File: src/rtl/row_line_pkg.sv
// rtl/row_line_pkg.sv - shared widths, state enum and one-hot helper for the row line decoder
package row_line_pkg;

  localparam int SEL_W    = 3;
  localparam int LINE_NUM = 8;

  typedef enum logic [1:0] {
    ST_IDLE  = 2'd0,
    ST_DRIVE = 2'd1,
    ST_GAP   = 2'd2
  } line_state_e;

  // Active-high one-hot; the full case keeps X off the row lines.
  function automatic logic [LINE_NUM-1:0] onehot8(input logic [SEL_W-1:0] idx);
    logic [LINE_NUM-1:0] oh;
    case (idx)
      3'd0:    oh = 8'h01;
      3'd1:    oh = 8'h02;
      3'd2:    oh = 8'h04;
      3'd3:    oh = 8'h08;
      3'd4:    oh = 8'h10;
      3'd5:    oh = 8'h20;
      3'd6:    oh = 8'h40;
      3'd7:    oh = 8'h80;
      default: oh = 8'h00;
    endcase
    return oh;
  endfunction

endpackage

File: src/rtl/row_line_decoder.sv
// rtl/row_line_decoder.sv - registered 3-to-8 one-hot row-select decoder with enable
//
// Purpose: drives the row-select lines of the 8x8 LED matrix scanner.
// Optional break-before-make gap: define ROW_LINE_DECODER_DEADTIME_EN.
// Ports:
//   clk_i         system clock, rising edge
//   rst_i         synchronous active-high reset
//   data_3bit_i   requested line index 0..7
//   decoder_en_i  1 = drive requested line, 0 = all lines off
//   data_8bit_o   registered line drive, polarity per ACTIVE_HIGH
//   active_o      registered, 1 when one line is driven
//   active_idx_o  registered index of driven line, 0 when idle
module row_line_decoder
  import row_line_pkg::*;
#(
  parameter bit          ACTIVE_HIGH  = 1'b1,
  parameter int unsigned DEADTIME_CYC = 1
) (
  input  logic                clk_i,
  input  logic                rst_i,
  input  logic [SEL_W-1:0]    data_3bit_i,
  input  logic                decoder_en_i,
  output logic [LINE_NUM-1:0] data_8bit_o,
  output logic                active_o,
  output logic [SEL_W-1:0]    active_idx_o
);

  localparam logic [LINE_NUM-1:0] LINES_OFF = ACTIVE_HIGH ? 8'h00 : 8'hFF;

  if (DEADTIME_CYC < 1 || DEADTIME_CYC > 15) begin : g_bad_deadtime
    $error("row_line_decoder: DEADTIME_CYC out of range 1..15");
  end

  logic [LINE_NUM-1:0] r_drive;
  logic                r_active;
  logic [SEL_W-1:0]    r_active_idx;
  logic [LINE_NUM-1:0] w_line_drive;

  // Polarity is applied only on the way into the output register.
  assign w_line_drive = ACTIVE_HIGH ? onehot8(data_3bit_i) : ~onehot8(data_3bit_i);

`ifdef ROW_LINE_DECODER_DEADTIME_EN
  localparam logic [3:0] GAP_LEN = 4'(DEADTIME_CYC);

  line_state_e r_state;
  logic [3:0]  r_gap_cnt;

  always_ff @(posedge clk_i) begin
    if (rst_i) begin
      r_state      <= ST_IDLE;
      r_gap_cnt    <= 4'd0;
      r_drive      <= LINES_OFF;
      r_active     <= 1'b0;
      r_active_idx <= '0;
    end else begin
      case (r_state)
        ST_IDLE: begin
          if (decoder_en_i) begin
            r_state      <= ST_DRIVE;
            r_drive      <= w_line_drive;
            r_active     <= 1'b1;
            r_active_idx <= data_3bit_i;
          end
        end
        ST_DRIVE: begin
          if (!decoder_en_i) begin
            r_state      <= ST_IDLE;
            r_drive      <= LINES_OFF;
            r_active     <= 1'b0;
            r_active_idx <= '0;
          end else if (data_3bit_i != r_active_idx) begin
            // This edge is the first all-off cycle of the gap.
            r_state      <= ST_GAP;
            r_gap_cnt    <= 4'd1;
            r_drive      <= LINES_OFF;
            r_active     <= 1'b0;
            r_active_idx <= '0;
          end
        end
        ST_GAP: begin
          if (!decoder_en_i) begin
            r_state   <= ST_IDLE;
            r_gap_cnt <= 4'd0;
          end else if (r_gap_cnt >= GAP_LEN) begin
            // Index changes during the gap do not restart it; take the latest.
            r_state      <= ST_DRIVE;
            r_gap_cnt    <= 4'd0;
            r_drive      <= w_line_drive;
            r_active     <= 1'b1;
            r_active_idx <= data_3bit_i;
          end else begin
            r_gap_cnt <= r_gap_cnt + 4'd1;
          end
        end
        default: begin
          r_state      <= ST_IDLE;
          r_gap_cnt    <= 4'd0;
          r_drive      <= LINES_OFF;
          r_active     <= 1'b0;
          r_active_idx <= '0;
        end
      endcase
    end
  end
`else
  always_ff @(posedge clk_i) begin
    if (rst_i || !decoder_en_i) begin
      r_drive      <= LINES_OFF;
      r_active     <= 1'b0;
      r_active_idx <= '0;
    end else begin
      r_drive      <= w_line_drive;
      r_active     <= 1'b1;
      r_active_idx <= data_3bit_i;
    end
  end
`endif

  assign data_8bit_o  = r_drive;
  assign active_o     = r_active;
  assign active_idx_o = r_active_idx;

endmodule

File: config.mk
export PLATFORM = sky130hd
export DESIGN_NAME = row_line_decoder
export DESIGN_NICKNAME = d
export VERILOG_FILES = /design/src/rtl/row_line_pkg.sv /design/src/rtl/row_line_decoder.sv
export SDC_FILE = /design/constraint.sdc
export NUM_CORES = 1
export LEC_CHECK = 0
export ABC_CLOCK_PERIOD_IN_PS = 1190
export CAP_MARGIN = 20
export CORE_AREA = 2 2 39 41
export CTS_BUF_LIST = sky130_fd_sc_hd__clkbuf_16
export DETAILED_ROUTE_END_ITERATION = 12
export DIE_AREA = 0 0 41 43
export SLEW_MARGIN = 20
export SYNTH_ARGS = -nofsm -noshare
export SYNTH_HDL_FRONTEND = slang
export SYNTH_SLANG_ARGS = --single-unit
export TNS_END_PERCENT = 20
File: constraint.sdc
create_clock -name clk_i -period 1.19 [get_ports clk_i]
set_clock_uncertainty 0.1 [all_clocks]
set_input_delay 0.238 -clock clk_i [delete_from_list [all_inputs] [get_ports clk_i]]
set_output_delay 0.238 -clock clk_i [all_outputs]
set_load 0.1 [all_outputs]
# Word level (Yosys, flattened, before mapping)
# Memory sizes are Yosys's and may differ from the RTL's. A register that Yosys moved wholly into a read port is not among the register bits.
# Cells that the tools add are included.
# Widths: inputs -> output; s select.
# word_totals
mem_bits_ro,64
ff_bits,4
n_memories,1
in_bits,6
# memory_table
name,words,word_bits,rd,rd_clocked_by_memory_dff,wr,line_no,text
(no name shown),8,8,1,1,0,row_line_pkg.sv:16,case (idx)
# op_classes
n_mux,1
reduce_logical,2
# ops
cell,count
$logic_not 1->1,1
$logic_or 1x1->1,1
$mux 1,1

# Depth between registers and ports, before layout
# logic_depth
ltp_word,3
ltp_mapped,2
mapped_depth_nobuf,2

# Least setup slack after synthesis
# Ideal clock, no wire load.
# synth_path
path_type,reg2out
start,register r_active_idx[0] (netlist: active_idx_o[0])
end,output active_idx_o[0]
setup_slack_ns,-0.057
path_stages_with_launch,1
t_arrival_ns,0.909
n_path_buf,0
path_cell_list,dfxtp_1
# synth_lines
item,line_no,text
from (decl),row_line_decoder.sv:36,logic [SEL_W-1:0] r_active_idx;
from (signal assigned),row_line_decoder.sv:114,r_active_idx <= data_3bit_i;
to (decl),row_line_decoder.sv:25,output logic [SEL_W-1:0] active_idx_o
# No word-level cell between the ends.

# Worst setup path after layout
# layout_path
start,input decoder_en_i
end,register r_drive[0] (netlist: data_8bit_o[0])
# layout_via
elab_chain_len,2
# layout_rtl
item,line_no,text
from (decl),row_line_decoder.sv:22,"input logic decoder_en_i,"
$logic_not 1->1,row_line_decoder.sv:107,if (rst_i || !decoder_en_i) begin
$logic_or 1x1->1,row_line_decoder.sv:107,
to (decl),row_line_decoder.sv:34,logic [LINE_NUM-1:0] r_drive;
# No other way between the ends.
# A chain may end at the register's enable or synchronous reset.

==> results_dict.tcl <==
set metrics [dict create \
    synth_top_area_share_pct 71.64 \
    num_vias 271 \
    cp.arrival_ns 1.23 \
    grt_pass1_vias 237 \
    cts_buffers 3 \
    crit_path_end "data_8bit_o[0]" \
    hold_ws_ns 0.5167 \
    start_util_pct 24.23 \
    worstSetupEndpointType "register" \
    final_util_pct 53.07 \
    overflow 0 \
    finalPower_mw 1.179 \
    root_buffer "clkbuf_16" \
    syn_area_per_cell_sq_um 11.56 \
    detail_route.wl_per_cell_um 8.836 \
    synthFlopType "dfxtp_1" \
    synth_seq_cells 12 \
    drtAntennaViolNets 0 \
    status "finished clean" \
    async_reset_ff_share_pct 0 \
    port_buffers 17 \
    htree_levels 1 \
    syn_area_sq_um 335.3 \
    p_clk_share_pct 50.5 \
    tightest_slew_ns 0.2131 \
    leakage_nw 0.3004 \
    dieHeight_um 43 \
    finalHoldViolCount 0 \
    hp-class "input pin to register" \
    p_sw_share_pct 22.03 \
    synth_cell_types 11 \
    nNetsFinal 58 \
    p_comb_share_pct 13.6 \
    boundaryPins 18 \
    seq_area_sq_um 242.7 \
    yosys_warnings 0 \
    dp_slack_ns -0.2244 \
    yosysMostFrequentCell "dfxtp_1" \
    die_area_sq_mm 0.001763 \
    timing.fmax_ghz 0.8585 \
    drt-total-wl_um 592 \
    placed_area_sq_um 655.6 \
    crit_fanout 4 \
    post_cts_buffers 0 \
    fin_crit_ns 1.165 \
    design_area_sq_um 734.5 \
    drc 0 \
    seq_power_share_pct 35.9 \
    critical_path.startpoint_type "input pin" \
    ir_drop_mv 0.8258 \
    dp_hpwl_um 452.2 \
    path_class "input pin to register" \
    area_delta_synth_final_pct 119.0 \
    gp_congestion 0.7320 \
    finalCritPeriodShare_pct 97.89 \
    grt_max_degree 8 \
    power-per-cell-area_mw_per_mm2 1605 \
    syn_nets 35 \
    finalSetupViolations 0 \
    cp-startpoint "decoder_en_i" \
    maxCapViolations 0 \
    path_clk_slew_ns 0.04 \
    core-area_sq_mm 0.001384 \
    antennaDiodeCount 0 \
    intPower_mw 0.9190 \
    nFillCells 120 \
    cts_tree "built" \
    clk_path_buf_depth 2 \
    power_switching_mw 0.2597 \
    num_rows 14 \
    synthCells 29 \
    setup_ws_ns 0.02515 \
    antenna_found_initial 0 \
    multi_input_area_sq_um 91.34 \
    die_w_um 41 \
    ys_seq_area_share_pct 71.64 \
    synth_top_area_cell "dfxtp_1" \
    numClockSinks 12 \
    initialDrtViolationCount 0 \
    first_pass_iters 1 \
    synthTopCellsByCount "dfxtp_1 (12), nor2_1 (6), and2_1 (2), nand2b_1 (2)" \
    grt_pass1_wl_um 945 \
    drive_gt1_share_pct 39.22 \
    synth_edf_count 0 \
    viasPerCell 4.045 \
    drv_slew 0 \
    max-slew-margin-rel_pct 85.75 \
    rsz0062_at_grt "yes" \
    synth_area_leaders "dfxtp_1 (72%), nor2_1 (6.7%), and2_1 (3.7%)" \
    grtUsageTotal_pct 8.889 \
    critPathRequiredTime_ns 1.25 \
]
==> layer usage <==
metal	GRT usage (%)	part of all wire, %	vias to the layer above	wire (um)
li1	-	-	137	-
met1	8.525	41	117	242
met2	11.88	48	13	285
met3	4.712	6.9	4	41
met4	10.00	3.9	0	23
met5	0	0	-	0
==> power groups by stage <==
stage                     Combinational [mW]  Clock, mW  Sequential, mW
after floorplan                       0.0154          0           0.500
after global placement                 0.160          0           0.430
after detailed placement               0.160          0           0.430
after CTS                              0.161      0.609           0.423
after global routing                   0.165      0.642           0.423
final                                  0.160      0.596           0.423
==> critical path: stages <==
cell,delay (ns)
clkdlybuf4s50_1,0.48
or3b_4,0.41
nor3_2,0.10
==> metrics by stage <==
stage	setup TNS, ns	cells
floorplan	-0.5698	29
global placement	-1.073	63
detailed placement	-1.108	63
CTS	0	67
global route	-0.02367	67
finish	0	67
==> final cells by class <==
class | instances | area share [%]
Timing Repair Buffer | 18 | 40.55
Sequential cell | 12 | 33.05
Multi-Input combinational cell | 16 | 12.44
Clock buffer | 3 | 10.22
Tap cell | 16 | 2.726
Clock inverter | 1 | 0.5111
Inverter | 1 | 0.5111
==> logic make-up after synthesis <==
family | count (synthesis) | share of synthesized area, %
buf+inv | 1 | 1.118
flops | 12 | 71.64
simple gates | 16 | 27.24
==> sequential cells by signal (all words and copies together) (netlist names) <==
register      count
data_8bit_o       8
active_idx_o      3
active_o          1
==> how the worst min path moves through the flow <==
stage | slack, ns | cells after the start | from | end
after floorplan | 0.21 | 1 | data_3bit_i[1] | data_8bit_o[0]
after global placement | 0.60 | 1 | active_idx_o[0] | active_idx_o[0]
after detailed placement | 0.60 | 1 | active_idx_o[0] | active_idx_o[0]
after CTS | 0.51 | 2 | rst_i | active_o
after global routing | 0.52 | 2 | rst_i | active_o
final | 0.52 | 2 | rst_i | active_o
==> cells in the final DEF, fill, tap and decap left out, drive strengths merged <==
master,synthesis,final
nand2,1,1
nand3b,1,1
nor3,2,2
nand2b,2,2
dfxtp,12,12
clkbuf,0,3
inv,1,1
clkdlybuf4s50,0,5
buf,0,13
nor2,6,6
or3b,1,1
and2,2,2
clkinv,0,1
nor2b,1,1
==> timing repair <==
action,4_1_cts,5_1_grt
gates resized for setup,0,0
endpoints found under the setup margin,0,2
hold buffers,0,0
(Power assumes the default switching activity.)
